--- config.mk ---
export PLATFORM = sky130hd
export DESIGN_NAME = ball_step_ctrl
export DESIGN_NICKNAME = d
export VERILOG_FILES = /design/src/rtl/ball_step_ctrl.sv
export SDC_FILE = /design/constraint.sdc
export NUM_CORES = 1
export LEC_CHECK = 0
export CORE_MARGIN = 8
export CORE_UTILIZATION = 54
export CTS_CLUSTER_DIAMETER = 80
export CTS_CLUSTER_SIZE = 30
export DETAILED_ROUTE_END_ITERATION = 10
export PLACE_DENSITY = 0.77
export SYNTH_ARGS = -nofsm -noshare
export SYNTH_HDL_FRONTEND = slang
export SYNTH_SLANG_ARGS = --single-unit
--- constraint.sdc ---
create_clock -name clk -period 3 [get_ports clk]
set_input_delay 0.45 -clock clk [delete_from_list [all_inputs] [get_ports clk]]
set_output_delay 0.45 -clock clk [all_outputs]
set_load 0.01 [all_outputs]
--- src/rtl/ball_step_ctrl.sv ---
// Frame-stepped ball controller for a paddle game: the ball advances once per
// VGA frame, bounces off the walls and the paddle, and reports hits and misses.
module ball_step_ctrl #(
    parameter int COLS     = 640,
    parameter int ROWS     = 480,
    parameter int BALL     = 8,
    parameter int SPEED    = 4,
    parameter int PADDLE_W = 64,
    parameter int PADDLE_H = 8
) (
    input  logic       clk,
    input  logic       reset_n,
    input  logic       verticalSync,
    input  logic       start,
    input  logic       pause,
    input  logic [9:0] paddle_col,
    input  logic [9:0] paddle_row,
    output logic [9:0] ball_x,
    output logic [9:0] ball_y,
    output logic       busy,
    output logic       hit,
    output logic       miss,
    output logic [7:0] hit_count
);

    localparam logic [10:0] X_MAX   = 11'(COLS - BALL);
    localparam logic [10:0] Y_MAX   = 11'(ROWS - BALL);
    localparam logic [10:0] SPD     = 11'(SPEED);
    localparam logic [10:0] BSZ     = 11'(BALL);
    localparam logic [10:0] PW      = 11'(PADDLE_W);
    localparam logic [10:0] PH      = 11'(PADDLE_H);
    localparam logic [9:0]  X_HOME  = 10'(COLS / 2 - BALL / 2);
    localparam logic [9:0]  Y_HOME  = 10'(ROWS / 2 - BALL / 2);
    localparam logic [9:0]  X_LIMIT = 10'(COLS - BALL);
    localparam logic [9:0]  Y_LIMIT = 10'(ROWS - BALL);
    localparam logic [9:0]  SPD10   = 10'(SPEED);
    localparam logic [9:0]  BSZ10   = 10'(BALL);

    typedef enum logic [2:0] {IDLE, WAIT_FRAME, MOVE, HIT_CHK, MISS} state_t;

    state_t     state, state_n;
    logic       vs_meta, vs_sync, vs_prev;
    logic       frame_tick;
    logic [9:0] x_q, y_q, x_n, y_n;
    logic       dir_x, dir_y, dir_x_n, dir_y_n;
    logic [7:0] count_q, count_n;
    logic       hit_q, hit_n;
    logic [10:0] x_add, y_add, y_bot, x_right, p_bot, p_right;
    logic       paddle_hit;

    // vsync is asynchronous; a third flop gives the edge detector its history
    always_ff @(posedge clk or negedge reset_n) begin
        if (!reset_n) begin
            vs_meta <= 1'b1;
            vs_sync <= 1'b1;
            vs_prev <= 1'b1;
        end else begin
            vs_meta <= verticalSync;
            vs_sync <= vs_meta;
            vs_prev <= vs_sync;
        end
    end

    assign frame_tick = vs_prev & ~vs_sync;

    always_ff @(posedge clk or negedge reset_n) begin
        if (!reset_n) begin
            state   <= IDLE;
            x_q     <= X_HOME;
            y_q     <= Y_HOME;
            dir_x   <= 1'b1;
            dir_y   <= 1'b1;
            count_q <= 8'd0;
            hit_q   <= 1'b0;
        end else begin
            state   <= state_n;
            x_q     <= x_n;
            y_q     <= y_n;
            dir_x   <= dir_x_n;
            dir_y   <= dir_y_n;
            count_q <= count_n;
            hit_q   <= hit_n;
        end
    end

    // Sums are 11 bits wide so nothing wraps near the right and bottom edges
    assign x_add   = {1'b0, x_q} + SPD;
    assign y_add   = {1'b0, y_q} + SPD;
    assign y_bot   = {1'b0, y_q} + BSZ;
    assign x_right = {1'b0, x_q} + BSZ;
    assign p_bot   = {1'b0, paddle_row} + PH;
    assign p_right = {1'b0, paddle_col} + PW;

    assign paddle_hit = dir_y
                      && (y_bot >= {1'b0, paddle_row})
                      && ({1'b0, y_q} < p_bot)
                      && (x_right > {1'b0, paddle_col})
                      && ({1'b0, x_q} < p_right);

    always_comb begin
        state_n = state;
        x_n     = x_q;
        y_n     = y_q;
        dir_x_n = dir_x;
        dir_y_n = dir_y;
        count_n = count_q;
        hit_n   = 1'b0;
        case (state)
            IDLE: begin
                if (start) begin
                    state_n = WAIT_FRAME;
                    count_n = 8'd0;
                end
            end
            WAIT_FRAME: begin
                if (frame_tick && !pause) state_n = MOVE;
            end
            MOVE: begin
                if (dir_x) begin
                    if (x_add >= X_MAX) begin
                        x_n     = X_LIMIT;
                        dir_x_n = 1'b0;
                    end else begin
                        x_n = x_add[9:0];
                    end
                end else if (x_q < SPD10) begin
                    x_n     = 10'd0;
                    dir_x_n = 1'b1;
                end else begin
                    x_n = x_q - SPD10;
                end
                // Reaching the floor keeps dir_y so the miss check can see it
                if (!dir_y) begin
                    if (y_q < SPD10) begin
                        y_n     = 10'd0;
                        dir_y_n = 1'b1;
                    end else begin
                        y_n = y_q - SPD10;
                    end
                end else if (y_add >= Y_MAX) begin
                    y_n = Y_LIMIT;
                end else begin
                    y_n = y_add[9:0];
                end
                state_n = HIT_CHK;
            end
            HIT_CHK: begin
                if (paddle_hit) begin
                    y_n     = (paddle_row >= BSZ10) ? paddle_row - BSZ10 : 10'd0;
                    dir_y_n = 1'b0;
                    hit_n   = 1'b1;
                    count_n = (count_q == 8'hFF) ? 8'hFF : count_q + 8'd1;
                    state_n = WAIT_FRAME;
                end else if (y_q == Y_LIMIT) begin
                    state_n = MISS;
                end else begin
                    state_n = WAIT_FRAME;
                end
            end
            MISS: begin
                x_n     = X_HOME;
                y_n     = Y_HOME;
                dir_x_n = 1'b1;
                dir_y_n = 1'b1;
                state_n = IDLE;
            end
            default: state_n = IDLE;
        endcase
    end

    assign ball_x    = x_q;
    assign ball_y    = y_q;
    assign busy      = (state != IDLE);
    assign hit       = hit_q;
    assign miss      = (state == MISS);
    assign hit_count = count_q;

endmodule

# Yosys cells after proc, flatten, opt, wreduce, memory -nomap -nowiden
# Index checks and enable logic that the tools add are counted.
totals:
  reg_bits: 37
  input_bits: 25
  output_inout_bits: 31
  wordCells: 83
op_classes:
  n_addsub: 10
  order_cmp: 9
  n_eq_ne: 9
  n_mux: 29
  n_bitwise: 2
  reduce_logical: 14
op_table:
  columns: ["operator", "count"]
  rows:
  - ["10-bit two-way mux", 8]
  - ["10-bit by 4-bit adder with 11-bit output, second input constant", 3]
  - ["10-bit one-hot mux with 3 select lines", 1]
  - ["8-bit two-way mux", 3]
  - ["10-bit by 3-bit adder with 11-bit output, second input constant", 2]
  - ["10-bit by 11-bit less-than comparator with 1-bit output", 2]
  - ["10-bit by 3-bit less-than comparator with 1-bit output, second input constant", 2]
  - ["10-bit one-hot mux with 2 select lines", 1]
  - ["10-bit by 3-bit subtractor with 10-bit output, second input constant", 2]
  - ["8-bit one-hot mux with 2 select lines", 1]
  - ["3-bit two-way mux", 4]
  - ["3-bit one-hot mux with 4 select lines", 1]
  - ["10-bit by 7-bit adder with 11-bit output, second input constant", 1]
  - ["11-bit by 10-bit greater-or-equal comparator with 1-bit output", 1]
  - ["11-bit by 10-bit greater-or-equal comparator with 1-bit output, second input constant", 1]
  - ["11-bit by 9-bit greater-or-equal comparator with 1-bit output, second input constant", 1]
  - ["11-bit by 10-bit > comparator with 1-bit output", 1]
  - ["10-bit by 9-bit == test with 1-bit output, second input constant", 1]
  - ["10-bit by 4-bit greater-or-equal comparator with 1-bit output, second input constant", 1]
  - ["10-bit by 4-bit subtractor with 10-bit output, second input constant", 1]
  - ["8-bit by 1-bit adder with 8-bit output, second input constant", 1]
  - ["8-bit == test, second input constant", 1]
  - ["1-bit two-way mux", 8]
  - ["3-bit by 2-bit == test with 1-bit output, second input constant", 2]
  - ["other kinds (14)", 23]

# Longest topological paths before layout
logic_depth:
  depth_word: 8
  depth_mapped: 14
  depth_no_buf: 12

# Least setup slack after synthesis
# No wires, ideal clock.
synth_timing:
  path_kind: "reg-to-reg"
  startpoint: "register x_q[8] (netlist: ball_x[8])"
  endpoint: "register y_q[9] (netlist: ball_y[9])"
  setup_ps: 125
  t_arrival_ps: 2691
  required_ps: 2875
  path_slack_ps: 184
  path_stages_with_launch: 12
  path_buffers: 1
  period_less_slack_ps: 2816
  cell_sequence: "dfstp_2 -> clkbuf_1 -> nand3_1 -> xnor2_1 -> ha_1 -> nand3_1 -> a211o_1 -> o2111ai_2 -> and3_4 -> nand3_4 -> nand2_4 -> mux2_4"
synth_via:
  elab_chain_len: 6
  word_cells_on_any_way: 7
  classes_between: "add/sub: 1; order compare: 2; eq/ne: 1; reduce/logical: 3"
synth_rtl:
  columns: ["element", "line_no", "rtl"]
  rows:
  - ["from (decl)", "44", "logic [9:0] x_q, y_q, x_n, y_n;"]
  - ["from (signal assigned)", "77", "x_q <= x_n;"]
  - ["10-bit by 4-bit adder with 11-bit output", "90", "assign x_right = {1'b0, x_q} + BSZ;"]
  - ["11-bit by 10-bit > comparator with 1-bit output", "97", "&& (x_right > {1'b0, paddle_col})"]
  - ["1-bit logical AND", "97", null]
  - ["1-bit logical AND *", "98", "&& ({1'b0, x_q} < p_right);"]
  - ["2-bit != test (no line) *", null, null]
  - ["2-bit AND reduction (no line) *", null, null]
  - ["to (signal assigned)", "78", "y_q <= y_n;"]
  - ["to (decl)", "44", null]
# Mark *: on every way between the ends. The rest lies on a longest branch, timed or not.
# A chain may end at the register's enable or synchronous reset.

# Worst setup path after layout
layout_timing:
  startpoint: "input port paddle_row[6]"
  endpoint: "register y_q[1] (netlist: ball_y[1])"
layout_via:
  elab_chain_len: 7
  word_cells_on_any_way: 13
  classes_between: "add/sub: 1; order compare: 3; eq/ne: 1; mux: 3; reduce/logical: 5"
layout_rtl:
  columns: ["element", "line_no", "rtl"]
  rows:
  - ["from (decl)", "17", "input logic [9:0] paddle_row,"]
  - ["10-bit by 4-bit adder with 11-bit output / 11-bit by 10-bit greater-or-equal comparator with 1-bit output (equally long branches)", "91, 95", null]
  - ["10-bit by 11-bit less-than comparator with 1-bit output / 1-bit logical AND (equally long branches)", "96, 95", null]
  - ["1-bit logical AND", "96", "&& ({1'b0, y_q} < p_bot)"]
  - ["1-bit logical AND", "97", null]
  - ["1-bit logical AND", "98", null]
  - ["2-bit != test (no line)", null, null]
  - ["2-bit AND reduction (no line)", null, null]
# Parallel ways exist; a longest one is shown, timed or not. The select of a mux whose other input is x is not followed.

==> flow_metrics.py <==
metrics = {
    "global_route": {
        "grt-ovfl-total": 0,
        "grt_pass1_vias": 4021,
        "grt_usage_pct": 23.3,
        "antenna_found_initial": 0,
        "grt_max_degree": 36,
        "grt_pass1_wl_um": 19500,
    },
    "finish": {
        "multi_input_comb_area_sq_um": 2860,
        "insertedDiodeCount": 0,
        "fill_cells": 592,
        "mostFrequentLayoutCell": "buf_4",
        "synthToLayoutAreaGrowth_pct": 28.8,
        "layout.nets": 662,
        "seq_area_sq_um": 895,
        "drive_gt1_share_pct": 18.5,
        "fin_area_sq_um": 5120,
        "final_cell_mix": "buf_4, ha_1, clkdlybuf4s50_1, nor2_1, nand2_1",
    },
    "logic_synthesis": {
        "syn_inst": 490,
        "avgSynthCellArea_sq_um": 8.11,
        "async_flop_share_pct": 100,
        "ys_ff_latch": 35,
        "synth_seq_area_share_pct": 22.5,
        "ys_types": 70,
        "yosys_warnings": 0,
        "synth_top_area_share_pct": 15.4,
        "syn-cell-area_sq_um": 3970,
        "synth_top_flop_cell": "dfrtp_1",
        "synth.area.top_cells": "ha_1, dfrtp_1, dfstp_2, xnor2_1, nand3_1",
        "synth_edf_count": 0,
        "yosysTopAreaCell": "ha_1",
    },
    "cts": {
        "cts_made_buffers": 5,
        "cts_tree": "built",
        "cts_max_path_buffers": 2,
        "clkTransAtPathRegs_ns": 0.07,
        "root_buffer": "clkbuf_8",
        "cts-htree-levels": 2,
        "cts.sink_count": 35,
        "hold_buffers": 0,
        "clock_latency_ns": 0.28,
    },
    "power_and_ir_drop": {
        "power_per_cell_area_nw_per_um2": 776,
        "p_total_w": 0.00397,
        "ir_worst_vdd_mv": 0.473,
        "p_leak_nw": 2.30,
    },
    "timing": {
        "fmax_mhz": 347,
        "final_hold_viol_count": 0,
        "max_slew_margin_pct": 61.9,
        "fin_crit_sh_pct": 96.2,
        "tightest_slew_ns": 0.567,
        "skew_ns": 0.00418,
        "setup_violations": 0,
        "drv_slew": 0,
        "period_needed_ns": 2.89,
        "whs_ns": 0.359,
    },
    "floorplan": {
        "chipHeight_um": 102,
        "core_area_sq_um": 7180,
        "io_pins": 56,
        "die_w_um": 102,
        "std_cell_rows": 31,
        "dieArea_sq_um": 10400,
        "start_util_pct": 55.4,
    },
    "worst_setup_path": {
        "crit_path_end_kind": "register",
        "arrival_ns": 3.06,
        "crit_type": "in2reg",
        "cp-start-kind": "primary input",
        "reg2regPathDepth": 12,
        "path_max_fanout": 5,
        "cp.required_ns": 3.17,
    },
    "placed_design": {
        "place_congestion": 0.934,
        "post_dp_cell_area_sq_um": 4900,
        "port_buffers": 53,
        "dp_hpwl_um": 9300,
    },
    "run_status": {
        "status": "finished, final reports clean",
    },
    "detailed_routing": {
        "drc": 0,
        "detail-route-antenna-nets": 0,
        "via_count": 4189,
        "dr.pass1.iters": 5,
        "wl_um": 12000,
        "wire_per_inst_um": 17.5,
        "drt-vias-per-instance": 6.09,
        "first_iter_violations": 290,
    },
    "min_path": {
        "holdPathStages": 0,
        "worstHoldPathType": "reg2reg",
    },
    "run": {
        "drv_cap": 0,
    },
}
==> cells by family after synthesis <==
group	share of synthesized area, %
other	0.0944
buffers and inverters	6.74
AND/OR/NAND/NOR	22.4
XOR/XNOR	6.61
adder cells (fa/ha/maj)	15.4
multiplexers	2.39
flip-flops	22.5
AO/OA/AOI/OAI	23.8
==> what timing repair did <==
| action | CTS | global route |
|---|---|---|
| pin swaps | 1 | 8 |
| cloned | 0 | 0 |
| hold endpoints to repair | 0 | 0 |
| resized for setup | 3 | 14 |
| buffers inserted | 0 | 9 |
| setup endpoints to repair | 9 | 19 |
==> cell type report <==
| class | count | area share, % |
|---|---|---|
| Clock buffer | 7 | 1.49 |
| Clock inverter | 1 | 0.0978 |
| Inverter | 38 | 2.89 |
| Multi-Input combinational cell | 394 | 55.9 |
| Sequential cell | 35 | 17.5 |
| Tap cell | 99 | 2.42 |
| Timing Repair Buffer | 114 | 19.7 |
==> worst paths after layout <==
path | startpoint | end | slack (ns)
min in group asynchronous | reset_n | ball_y[9] | 0.57
max | paddle_row[6] | ball_y[1] | 0.11
max in group asynchronous | reset_n | vs_meta | 2.06
min reg2reg | vs_meta | vs_sync | 0.36
min | vs_meta | vs_sync | 0.36
max reg2reg | ball_x[5] | ball_y[7] | 0.16
==> report_power, final <==
part           switching (W)  internal, W
logic                0.00147      0.00127
clock network       0.000168     0.000163
registers           0.000252     0.000651
==> flip-flops by register name (all words and copies together) (netlist names) <==
| register | count |
|---|---|
| dir_y | 1 |
| vs_sync | 1 |
| ball_y | 10 |
| hit | 1 |
| vs_prev | 1 |
| ball_x | 8 |
| dir_x | 1 |
| state | 3 |
| vs_meta | 1 |
| hit_count | 8 |
==> through the flow <==
stage          util (%)  TNS, ns  cells  setup slack, ns
4_1_cts            69.4        0    679           0.0268
6_report           71.3        0    688            0.114
3_5_place_dp       68.3    -5.14    671           -0.341
2_1_floorplan         -        0    491            0.184
5_1_grt            71.3  -0.0202    688          -0.0144
3_3_place_gp       68.3    -3.86    671           -0.260
==> synth_stat cells, drive strengths merged, types with 3 or more instances <==
library cell and n:
o221ai 3, clkbuf 11, dfrtp 20, a211oi 5, buf 13, a21o 5, o31ai 3, a221oi 4
nand3 33, o22ai 4, nor3b 5, o21ai 22, nand4 6, nor2b 4, nor2 38, nor3 15
and3 11, a21oi 30, nor4 6, mux2 3, a32o 3, nand2 40, inv 37, o2111ai 7
xor2 7, xnor2 23, mux2i 5, ha 49, dfstp 15, a22oi 4, a31oi 16, o21a 5
and4 3, and2 4
==> worst max-delay path: stages <==
cell and delay, ns:
clkdlybuf4s50_1 0.48, buf_4 0.13, and3_4 0.18, nand3_1 0.09, xnor2_1 0.14, ha_1 0.31
o2111ai_1 0.10, a32o_1 0.23, o211a_1 0.27, nand3_4 0.15, nand2_4 0.10, buf_4 0.17
a32o_1 0.25
==> routing by layer <==
metal / wire length (um) / global-route usage [%]
met5: 0 / 0
met4: 431 / 9.74
met3: 638 / 3.44
met2: 6010 / 40.5
met1: 4950 / 27.8
No activity file was read; power rests on OpenSTA's default activity.
